## config.mk

```make
export PLATFORM = sky130hd
export DESIGN_NAME = cordic_iter_engine
export DESIGN_NICKNAME = d
export VERILOG_FILES = /design/src/rtl/cordic_iter_engine.sv
export SDC_FILE = /design/constraint.sdc
export NUM_CORES = 1
export LEC_CHECK = 0
export BUFFER_PORTS_ARGS = -buffer_cell sky130_fd_sc_hd__buf_2
export CAP_MARGIN = 25
export CORE_UTILIZATION = 55
export DETAILED_ROUTE_END_ITERATION = 8
export PLACE_DENSITY = 0.87
export SLEW_MARGIN = 40
export SYNTH_ARGS = -nofsm -noshare
export SYNTH_HDL_FRONTEND = slang
export SYNTH_SLANG_ARGS = --single-unit
```

## constraint.sdc

```tcl
create_clock -name clk -period 5.4 [get_ports clk]
set_input_delay 0.81 -clock clk [delete_from_list [all_inputs] [get_ports clk]]
set_output_delay 0.81 -clock clk [all_outputs]
set_load 0.01 [all_outputs]
```

## src/rtl/cordic_iter_engine.sv

```systemverilog
// Iterative CORDIC engine: rotation mode yields (cos, sin) of a binary angle,
// vectoring mode yields (magnitude, atan2) of an (x, y) pair. One micro-rotation
// is performed per clock. Optional macro CORDIC_GAIN_COMP_EN adds a SCALE state
// that removes the CORDIC gain from the vectoring magnitude.
module cordic_iter_engine #(
  parameter int WIDTH = 16,
  parameter int ITER  = 16
) (
  input  logic                    clk,
  input  logic                    reset,
  input  logic                    in_valid,
  output logic                    in_ready,
  input  logic                    in_mode,
  input  logic        [WIDTH-1:0] in_angle,
  input  logic signed [WIDTH-1:0] in_x,
  input  logic signed [WIDTH-1:0] in_y,
  output logic                    out_valid,
  input  logic                    out_ready,
  output logic signed [WIDTH-1:0] out_x,
  output logic signed [WIDTH-1:0] out_y,
  output logic        [WIDTH-1:0] out_angle
);

  localparam int DW = WIDTH + 2;

  // atan(2^-i) / (2*pi) * 2^32
  localparam logic [31:0] ATAN32 [32] = '{
    32'h20000000, 32'h12E4051E, 32'h09FB385B, 32'h051111D4,
    32'h028B0D43, 32'h0145D7E1, 32'h00A2F61E, 32'h00517C55,
    32'h0028BE53, 32'h00145F2F, 32'h000A2F98, 32'h000517CC,
    32'h00028BE6, 32'h000145F3, 32'h0000A2FA, 32'h0000517D,
    32'h000028BE, 32'h0000145F, 32'h00000A30, 32'h00000518,
    32'h0000028C, 32'h00000146, 32'h000000A3, 32'h00000051,
    32'h00000029, 32'h00000014, 32'h0000000A, 32'h00000005,
    32'h00000003, 32'h00000001, 32'h00000001, 32'h00000000
  };

  // 0.6072529350 * 2^32
  localparam logic [33:0] K32 = 34'h09B74EDA8;

  localparam int          ATAN_SH  = 32 - WIDTH;
  localparam logic [33:0] ATAN_RND = (WIDTH < 32) ? (34'd1 << ((WIDTH < 32) ? (31 - WIDTH) : 0)) : 34'd0;

  // Rotation start vector pre-scaled by 1/gain, Q1.(WIDTH-2)
  localparam logic signed [DW-1:0] KX0 = DW'((K32 + (34'd1 << (33 - WIDTH))) >> (34 - WIDTH));

  localparam logic [5:0] ITER_C = 6'(ITER);

`ifdef CORDIC_GAIN_COMP_EN
  // Inverse gain as unsigned Q0.WIDTH
  localparam logic [WIDTH-1:0] KS = WIDTH'((K32 + ATAN_RND) >> ATAN_SH);
  localparam logic signed [DW+WIDTH:0] RND_P = {{(DW+1){1'b0}}, 1'b1, {(WIDTH-1){1'b0}}};

  typedef enum logic [1:0] {IDLE, COMPUTE, SCALE, DONE} state_t;
`else
  typedef enum logic [1:0] {IDLE, COMPUTE, DONE} state_t;
`endif

  // Table entry rounded to WIDTH bits, sign-extended into the datapath width
  function automatic logic signed [DW-1:0] atan_w(input logic [5:0] idx);
    logic [33:0] t;
    t = {2'b00, (idx < 6'd32) ? ATAN32[idx[4:0]] : 32'd0};
    return $signed(DW'((t + ATAN_RND) >> ATAN_SH));
  endfunction

  // Clamp a datapath value to the signed WIDTH range
  function automatic logic signed [WIDTH-1:0] sat_w(input logic signed [DW-1:0] v);
    if (v[DW-1:WIDTH-1] == '0 || v[DW-1:WIDTH-1] == '1)
      return v[WIDTH-1:0];
    else if (v[DW-1])
      return {1'b1, {(WIDTH-1){1'b0}}};
    else
      return {1'b0, {(WIDTH-1){1'b1}}};
  endfunction

`ifdef CORDIC_GAIN_COMP_EN
  // x * K with round-half-up back to the datapath scale
  function automatic logic signed [DW-1:0] gain_comp(input logic signed [DW-1:0] v);
    logic signed [DW+WIDTH:0] p;
    p = (DW+WIDTH+1)'(v) * (DW+WIDTH+1)'($signed({1'b0, KS}));
    return DW'((p + RND_P) >>> WIDTH);
  endfunction
`endif

  state_t                 state;
  logic             [5:0] cnt;
  logic                   mode_r;
  logic                   neg_r;
  logic                   zero_r;
  logic signed [DW-1:0]   x_r, y_r, z_r;

  logic signed [DW-1:0]   x_init, y_init, z_init;
  logic        [WIDTH-1:0] za;
  logic                   quad;
  logic signed [DW-1:0]   xe, ye;

  logic signed [DW-1:0]   xs, ys, at_i;
  logic                   d_pos;
  logic signed [DW-1:0]   x_nx, y_nx, z_nx;

  logic signed [DW-1:0]   x_fin, y_fin;
  logic signed [WIDTH-1:0] res_x, res_y;
  logic        [WIDTH-1:0] res_a;

  // Start vector from the request operands, including quadrant folding
  always_comb begin
    quad   = in_angle[WIDTH-1] ^ in_angle[WIDTH-2];
    za     = quad ? {~in_angle[WIDTH-1], in_angle[WIDTH-2:0]} : in_angle;
    xe     = {{2{in_x[WIDTH-1]}}, in_x};
    ye     = {{2{in_y[WIDTH-1]}}, in_y};
    x_init = KX0;
    y_init = '0;
    z_init = {{2{za[WIDTH-1]}}, za};
    if (in_mode) begin
      if (in_x[WIDTH-1]) begin
        x_init = -xe;
        y_init = -ye;
        z_init = {2'b00, 1'b1, {(WIDTH-1){1'b0}}};
      end else begin
        x_init = xe;
        y_init = ye;
        z_init = '0;
      end
    end
  end

  // One micro-rotation of the current vector by +/- atan(2^-cnt)
  always_comb begin
    xs    = x_r >>> cnt;
    ys    = y_r >>> cnt;
    at_i  = atan_w(cnt);
    d_pos = mode_r ? y_r[DW-1] : ~z_r[DW-1];
    if (d_pos) begin
      x_nx = x_r - ys;
      y_nx = y_r + xs;
      z_nx = z_r - at_i;
    end else begin
      x_nx = x_r + ys;
      y_nx = y_r - xs;
      z_nx = z_r + at_i;
    end
  end

  // Final result formatting: quadrant un-fold, optional gain removal, saturation
  always_comb begin
    x_fin = neg_r ? -x_r : x_r;
    y_fin = neg_r ? -y_r : y_r;
`ifdef CORDIC_GAIN_COMP_EN
    if (state == SCALE)
      x_fin = gain_comp(x_r);
`endif
    res_x = sat_w(x_fin);
    res_y = sat_w(y_fin);
    res_a = zero_r ? '0 : z_r[WIDTH-1:0];
  end

  // Control FSM with registered handshakes and result registers
  always_ff @(posedge clk) begin
    if (reset) begin
      state     <= IDLE;
      cnt       <= '0;
      in_ready  <= 1'b0;
      out_valid <= 1'b0;
      out_x     <= '0;
      out_y     <= '0;
      out_angle <= '0;
    end else begin
      case (state)
        IDLE: begin
          if (in_valid && in_ready) begin
            mode_r   <= in_mode;
            neg_r    <= ~in_mode & quad;
            zero_r   <= in_mode & (in_x == '0) & (in_y == '0);
            x_r      <= x_init;
            y_r      <= y_init;
            z_r      <= z_init;
            cnt      <= '0;
            in_ready <= 1'b0;
            state    <= COMPUTE;
          end else begin
            in_ready <= 1'b1;
          end
        end
        COMPUTE: begin
          if (cnt == ITER_C) begin
`ifdef CORDIC_GAIN_COMP_EN
            if (mode_r) begin
              state <= SCALE;
            end else begin
              out_x     <= res_x;
              out_y     <= res_y;
              out_angle <= res_a;
              out_valid <= 1'b1;
              state     <= DONE;
            end
`else
            out_x     <= res_x;
            out_y     <= res_y;
            out_angle <= res_a;
            out_valid <= 1'b1;
            state     <= DONE;
`endif
          end else begin
            x_r <= x_nx;
            y_r <= y_nx;
            z_r <= z_nx;
            cnt <= cnt + 6'd1;
          end
        end
`ifdef CORDIC_GAIN_COMP_EN
        SCALE: begin
          out_x     <= res_x;
          out_y     <= res_y;
          out_angle <= res_a;
          out_valid <= 1'b1;
          state     <= DONE;
        end
`endif
        DONE: begin
          if (out_ready) begin
            out_valid <= 1'b0;
            in_ready  <= 1'b1;
            state     <= IDLE;
          end
        end
        default: state <= IDLE;
      endcase
    end
  end

endmodule

```

==> results of run 1 <==
## repair_timing
action,in CTS,in global routing
setup endpoints to repair,0,16
hold buffers,0,0
resized for setup,0,15
setup buffers,0,1
## where the power goes
| group | total [mW] | internal [mW] | leakage (nW) | switching [mW] |
|---|---|---|---|---|
| logic | 1.34 | 0.581 | 4.05 | 0.760 |
| clock network | 1.17 | 0.692 | 0.296 | 0.476 |
| registers | 1.03 | 0.969 | 0.998 | 0.0653 |
| total | 3.54 | 2.24 | 5.35 | 1.30 |
## stage by stage
stage | instance area [um2] | utilization | hold slack (ns) | setup TNS (ns) | total power [mW]
floorplan | 11900 | - | 0.476 | 0 | 2.02
global placement | 12800 | 0.607 | 0.438 | 0 | 2.31
detailed placement | 12900 | 0.608 | 0.440 | 0 | 2.34
CTS | 13500 | 0.636 | 0.448 | 0 | 3.51
global route | 13500 | 0.639 | 0.473 | -0.0572 | 3.71
finish | 13500 | 0.639 | 0.448 | 0 | 3.54
## worst max-delay path: stages (launching register included)
cell and delay (ns):
dfxtp_1 0.56, or3b_2 0.64, o32ai_1 0.23, ha_2 0.33, xnor2_2 0.16, and2_1 0.24
nand2_1 0.07, o211ai_1 0.11, o21ai_0 0.17, xnor2_1 0.25, ha_1 0.31, a21oi_1 0.32
o21bai_1 0.18, a31o_2 0.27, a21oi_1 0.24, o21bai_1 0.13, a41oi_1 0.32, a21oi_1 0.13
xnor2_1 0.15, o21ai_0 0.09
## routing by layer
metal | wire [um] | up-vias | part of all wire | global-route usage
li1 | - | 5500 | - | -
met1 | 16500 | 5539 | 0.43 | 0.483
met2 | 17200 | 626 | 0.45 | 0.528
met3 | 4060 | 61 | 0.11 | 0.0853
met4 | 680 | 0 | 0.018 | 0.0934
met5 | 0 | - | 0 | 0
## layout by cell type (no fill, tap or decap), types with 32 or more instances in the layout
master,count
mux4_2,36
o21ai_0,84
dfxtp_1,54
nand2_1,177
ha_1,63
inv_1,38
buf_4,62
xor2_1,72
xnor2_1,79
nand3b_1,33
buf_2,102
mux2i_1,32
a21oi_1,103
a211oi_1,38
nor2_1,126
edfxtp_1,57
## registers in the layout (all words and copies together), names as in the netlist
register   cells
x_r           18
y_r           18
z_r           18
out_angle     16
out_x         16
out_y         16
cnt            6
state          2
in_ready       1
mode_r         1
neg_r          1
out_valid      1
zero_r         1
## worst max path at each step
stage | from | end | slack [ns] | cells after the start
floorplan | cnt[1]$_SDFFE_PP0P_ | y_r[16]$_DFFE_PP_ | 0.24 | 19
finish | cnt[4]$_SDFFE_PP0P_ | z_r[16]$_DFFE_PP_ | 0.23 | 19
detailed placement | cnt[1]$_SDFFE_PP0P_ | z_r[17]$_DFFE_PP_ | 0.15 | 25
CTS | cnt[1]$_SDFFE_PP0P_ | z_r[16]$_DFFE_PP_ | 0.002 | 22
global route | cnt[0]$_SDFFE_PP0P_ | z_r[16]$_DFFE_PP_ | -0.03 | 24
global placement | cnt[1]$_SDFFE_PP0P_ | x_r[16]$_DFFE_PP_ | 0.30 | 19
## cell type report
cell class              count  share of cell area
well taps                 275              0.0255
inverters                  39              0.0108
multi-input cells        1204               0.633
clock inverters            15              0.0121
flip-flops and latches    115               0.213
repair buffers            166              0.0739
clock buffers              17              0.0315
## kinds of logic after synthesis
kind of cell             after synthesis
adder cells (fa/ha/maj)               68
AO/OA/AOI/OAI                        395
multiplexers                          81
flip-flops                           115
AND/OR/NAND/NOR                      508
buffers and inverters                140
XOR/XNOR                             152
==> results.yml, run 1 <==
sta:
  finalCritPeriodShare: 0.958
  max_slew_margin: 0.475
  setup_viol: 0
  finalClockSkew_ns: 0.0150
  tightest_slew_ns: 0.787
  slew_viol_final: 0
  max_freq_ghz: 0.193
  hold_viol_final: 0
  fin_ws_ns: 0.228
  fin_crit_ns: 5.17
worst_hold_path:
  hp-class: "flip-flop to flip-flop"
  holdPathStages: 2
  holdPathEnd: "out_angle[6]$_SDFFE_PP0P_"
  min_from: "out_angle[6]$_SDFFE_PP0P_"
placement:
  gp_congestion: 1.04
  pre_cts_slack_ns: 0.153
  portBuffers: 102
  hpwl_mm: 28.5
  dp.cells: 1798
critical_path:
  setup.worst_path.start_class: "flip-flop"
  critPathKind: "flip-flop to flip-flop"
  worstPathArrival_ns: 5.33
  reg2reg_slack_ns: 0.23
  cp_max_fo: 14
  r2r_end: "z_r[16]$_DFFE_PP_"
  rr_worst_depth: 19
  timing.rr.start: "cnt[4]$_SDFFE_PP0P_"
  end_kind: "flip-flop"
  crit_required_ns: 5.56
floorplan:
  dieArea_um2: 22300
  ios: 103
  rows: 53
  fp.coreArea_um2: 21200
  die_x_um: 149
  fp.dieH_um: 149
  initial_core_util: 0.564
yosys:
  synth_top_area_frac: 0.144
  synth.cell_area_um2: 11900
  yosys.area.top_type: "edfxtp_1"
  synth_edf_count: 57
  synth_compound_gate_area_share: 0.213
  synth_top_family_by_area: "compound AO/OA/AOI/OAI gates"
  syn_avg_cell_area_um2: 8.17
  synthXorXnorAreaFrac: 0.112
  synth.area.top_cells: "edfxtp_1 (14%), dfxtp_1 (9.7%), ha_1 (6.8%), mux4_2 (6.8%), xnor2_1 (5.9%)"
  synthFlopType: "dfxtp_1"
  synth_seq_cells: 115
  synthAdderAreaFrac: 0.0733
  yosysWarnings: 0
  synth_cells: 1459
  synth_common_cells: "nand2_1 (179), nor2_1 (127), a21oi_1 (104), o21ai_0 (86), xnor2_1 (80)"
  yosys.area_share.simple: 0.206
  ys_types: 76
  post-synth-top-count-cell: "nand2_1"
  synth-seq-area-share: 0.241
  syn-num-nets: 1580
  synth.area.mux_share: 0.107
  async_flop_share: 0
route:
  wl_mm: 38.4
  via_per_inst: 6.40
  drc: 0
  dr.first_iter.drc_count: 1571
  vias: 11700
  final_antenna_net_count: 0
  firstDrtPassIters: 6
  wl_per_cell_um: 21.0
cells_and_area:
  stdcell_count: 1831
  antennaDiodeCount: 0
  seq_area_um2: 2880
  area_growth_pct: 13.4
  nFillCells: 1786
  finalNetCount: 1664
  multi_input_area_um2: 8560
  drive_above_1_share: 0.190
clock_tree:
  clock_path_buffers: 2
  cts_made_buffers: 17
  cts_tree: "built"
  clock_sinks: 115
  clk_latency_ns: 0.43
  clkTransAtPathRegs_ns: 0.06
  cts_root_buf: "clkbuf_16"
  htree_levels: 4
grt:
  grt_antenna_before_repair: 0
  grt_pass1_wl_mm: 59.0
  grt_start_max_net_pins: 58
  grt.total_usage: 0.346
  grt.overflow.total: 0
  grt_pass1_vias: 10600
pwr:
  p_per_area_nw_per_um2: 262
  vdd_drop_max_v: 0.000185
  p_leak_nw: 5.35
status:
  status: "finished clean"
flow_run:
  maxCapViolCount: 0
Power figures use the tool's default switching activity.
==> run 2, diff against run 1 <==
--- a/config.mk
+++ b/config.mk
@@ -9,7 +9,7 @@
 export CAP_MARGIN = 25
 export CORE_UTILIZATION = 55
 export DETAILED_ROUTE_END_ITERATION = 8
-export PLACE_DENSITY = 0.87
+export PLACE_DENSITY = 0.84
 export SLEW_MARGIN = 40
 export SYNTH_ARGS = -nofsm -noshare
 export SYNTH_HDL_FRONTEND = slang
==> constraint.sdc (replaced) <==
create_clock -name clk -period 5.05 [get_ports clk]
set_input_delay 0.7575 -clock clk [delete_from_list [all_inputs] [get_ports clk]]
set_output_delay 0.7575 -clock clk [all_outputs]
set_load 0.01 [all_outputs]
==> run 2 against run 1 <==
Against the previous run:
- clock skew down 0.0018 ns
- largest cell class unchanged
- critical path depth up 4
- non-clock buffer count increased by 31
- clock-buffer cell count grew 3
- final cell count rose by 1.7%
- sequential share of layout area decreased by 0.67 points
- highest routed layer unchanged
- utilization is 2.1 points higher
- clock power up 8%
==> results.yml, run 2 (synthesized netlist as in run 1, its figures left out) <==
cells_and_area:
  seq_area_um2: 2880
  drive_above_1_share: 0.215
  top_regs: "x_r (18), y_r (18), z_r (18)"
  area_growth_pct: 17.0
  finalNetCount: 1695
  postLayoutCoreUtil: 0.660
  final_cell_mix: "nand2_1 (177), nor2_1 (125), buf_2 (102)"
  layout_commonest_cell: "nand2_1"
  stdcell_count: 1863
  nFillCells: 1744
  multi_input_area_um2: 8650
clock_tree:
  clock_sinks: 115
  cts_made_buffers: 17
  clock_path_buffers: 2
  clk_latency_ns: 0.43
  hold_buffers: 0
  cts_root_buf: "clkbuf_16"
  htree_levels: 4
  cts_tree: "built"
  clkTransAtPathRegs_ns: 0.06
floorplan:
  die_x_um: 149
  fp.dieH_um: 149
  fp.coreArea_um2: 21200
  dieArea_um2: 22300
  initial_core_util: 0.564
  ios: 103
  rows: 53
sta:
  max_slew_margin: 0.499
  finalCritPeriodShare: 0.961
  rsz0062_at_grt: "yes"
  fin_crit_ns: 4.85
  max_freq_ghz: 0.206
  holdWs_ns: 0.450
  fin_setup_tns_ns: 0
  hold_viol_final: 0
  slew_viol_final: 0
  finalClockSkew_ns: 0.0132
  tightest_slew_ns: 0.744
  fin_ws_ns: 0.198
  setup_viol: 0
route:
  wl_per_cell_um: 20.9
  final_antenna_net_count: 0
  firstDrtPassIters: 8
  wl_mm: 39.0
  vias: 12100
  dr.first_iter.drc_count: 1700
  via_per_inst: 6.47
  drc: 0
grt:
  grt_pass1_vias: 11000
  grt_pass1_wl_mm: 60.2
  grt_start_max_net_pins: 60
  grt.total_usage: 0.350
  grt_antenna_before_repair: 0
  grt.overflow.total: 0
critical_path:
  cp_max_fo: 8
  rr_worst_depth: 23
  critPathKind: "flip-flop to flip-flop"
  reg2reg_slack_ns: 0.20
  crit_required_ns: 5.21
  setup.worst_path.start_class: "flip-flop"
  r2r_end: "z_r[14]$_DFFE_PP_"
  worstPathArrival_ns: 5.01
  timing.rr.start: "cnt[0]$_SDFFE_PP0P_"
  end_kind: "flip-flop"
pwr:
  p_sw_mw: 1.42
  p_leak_nw: 5.55
  combPwrFrac: 0.393
  seqPwrFrac: 0.283
  intPower_mw: 2.46
  p_per_area_nw_per_um2: 278
  clkPwrFrac: 0.325
  vdd_drop_max_v: 0.000200
  swShare: 0.366
worst_hold_path:
  holdPathEnd: "out_angle[15]$_SDFFE_PP0P_"
  holdPathStages: 2
  hp-class: "flip-flop to flip-flop"
  min_from: "out_angle[15]$_SDFFE_PP0P_"
status:
  status: "finished clean"
placement:
  dp.cells: 1824
  portBuffers: 102
  gp_congestion: 1.03
  pre_cts_slack_ns: 0.0931
  hpwl_mm: 28.3
flow_run:
  maxCapViolCount: 0
-- run 2: power groups by stage --
stage | Sequential [mW] | Combinational [mW] | Clock, mW
floorplan | 1.08 | 1.08 | 0
global placement | 1.11 | 1.40 | 0
detailed placement | 1.11 | 1.43 | 0
CTS | 1.09 | 1.45 | 1.26
global route | 1.10 | 1.66 | 1.30
finish | 1.10 | 1.52 | 1.26
-- run 2: per-layer routing --
| layer | up-vias | global-route usage | routed length (um) |
|---|---|---|---|
| li1 | 5553 | - | - |
| met1 | 5686 | 0.484 | 16400 |
| met2 | 711 | 0.532 | 17100 |
| met3 | 102 | 0.0933 | 4400 |
| met4 | 0 | 0.104 | 1130 |
| met5 | - | 0 | 0 |
-- run 2: worst max-delay path by stage --
stage / startpoint / slack [ns] / endpoint
2_1_floorplan: cnt[1]$_SDFFE_PP0P_ / 0.03 / y_r[16]$_DFFE_PP_
3_3_place_gp: cnt[0]$_SDFFE_PP0P_ / 0.19 / x_r[17]$_DFFE_PP_
3_5_place_dp: cnt[0]$_SDFFE_PP0P_ / 0.09 / y_r[16]$_DFFE_PP_
4_1_cts: cnt[0]$_SDFFE_PP0P_ / 0.07 / z_r[14]$_DFFE_PP_
5_1_grt: cnt[0]$_SDFFE_PP0P_ / -0.05 / z_r[17]$_DFFE_PP_
6_report: cnt[0]$_SDFFE_PP0P_ / 0.20 / z_r[14]$_DFFE_PP_
-- run 2: per-stage QoR --
step	instance area [um2]	power (mW)
floorplan	11900	2.16
global placement	13100	2.51
detailed placement	13100	2.54
CTS	13700	3.81
global route	14000	4.06
finish	14000	3.88
-- run 2: critical path, cell delays in order (launching register included) --
cell and delay [ns]:
dfxtp_4 0.43, clkinv_1 0.15, ha_1 0.34, nand2b_1 0.12, a31oi_2 0.10, and2_1 0.18
ha_1 0.23, buf_4 0.18, xnor2_4 0.20, ha_2 0.23, buf_4 0.11, nor2_1 0.04
xor2_1 0.17, ha_1 0.34, a21o_1 0.20, a21oi_2 0.23, o21bai_2 0.12, a31o_2 0.26
a21oi_2 0.19, o21bai_1 0.16, a41oi_2 0.24, nand2b_1 0.10, xnor2_1 0.15, o21ai_0 0.09
-- run 2: timing repair --
item / in CTS / in global routing
hold endpoints to repair: 0 / 0
buffers inserted: 0 / 4
pin swaps: 0 / 5
resized for setup: 1 / 37
endpoints found under the setup margin: 2 / 19
cloned: 0 / 2
-- run 2: layout make-up --
type | instances | area share
multi-input cells | 1204 | 0.620
flip-flops and latches | 115 | 0.207
diodes | 1 | 0.000179
clock inverters | 12 | 0.00798
repair buffers | 197 | 0.0955
clock buffers | 20 | 0.0351
well taps | 275 | 0.0247
inverters | 39 | 0.0105
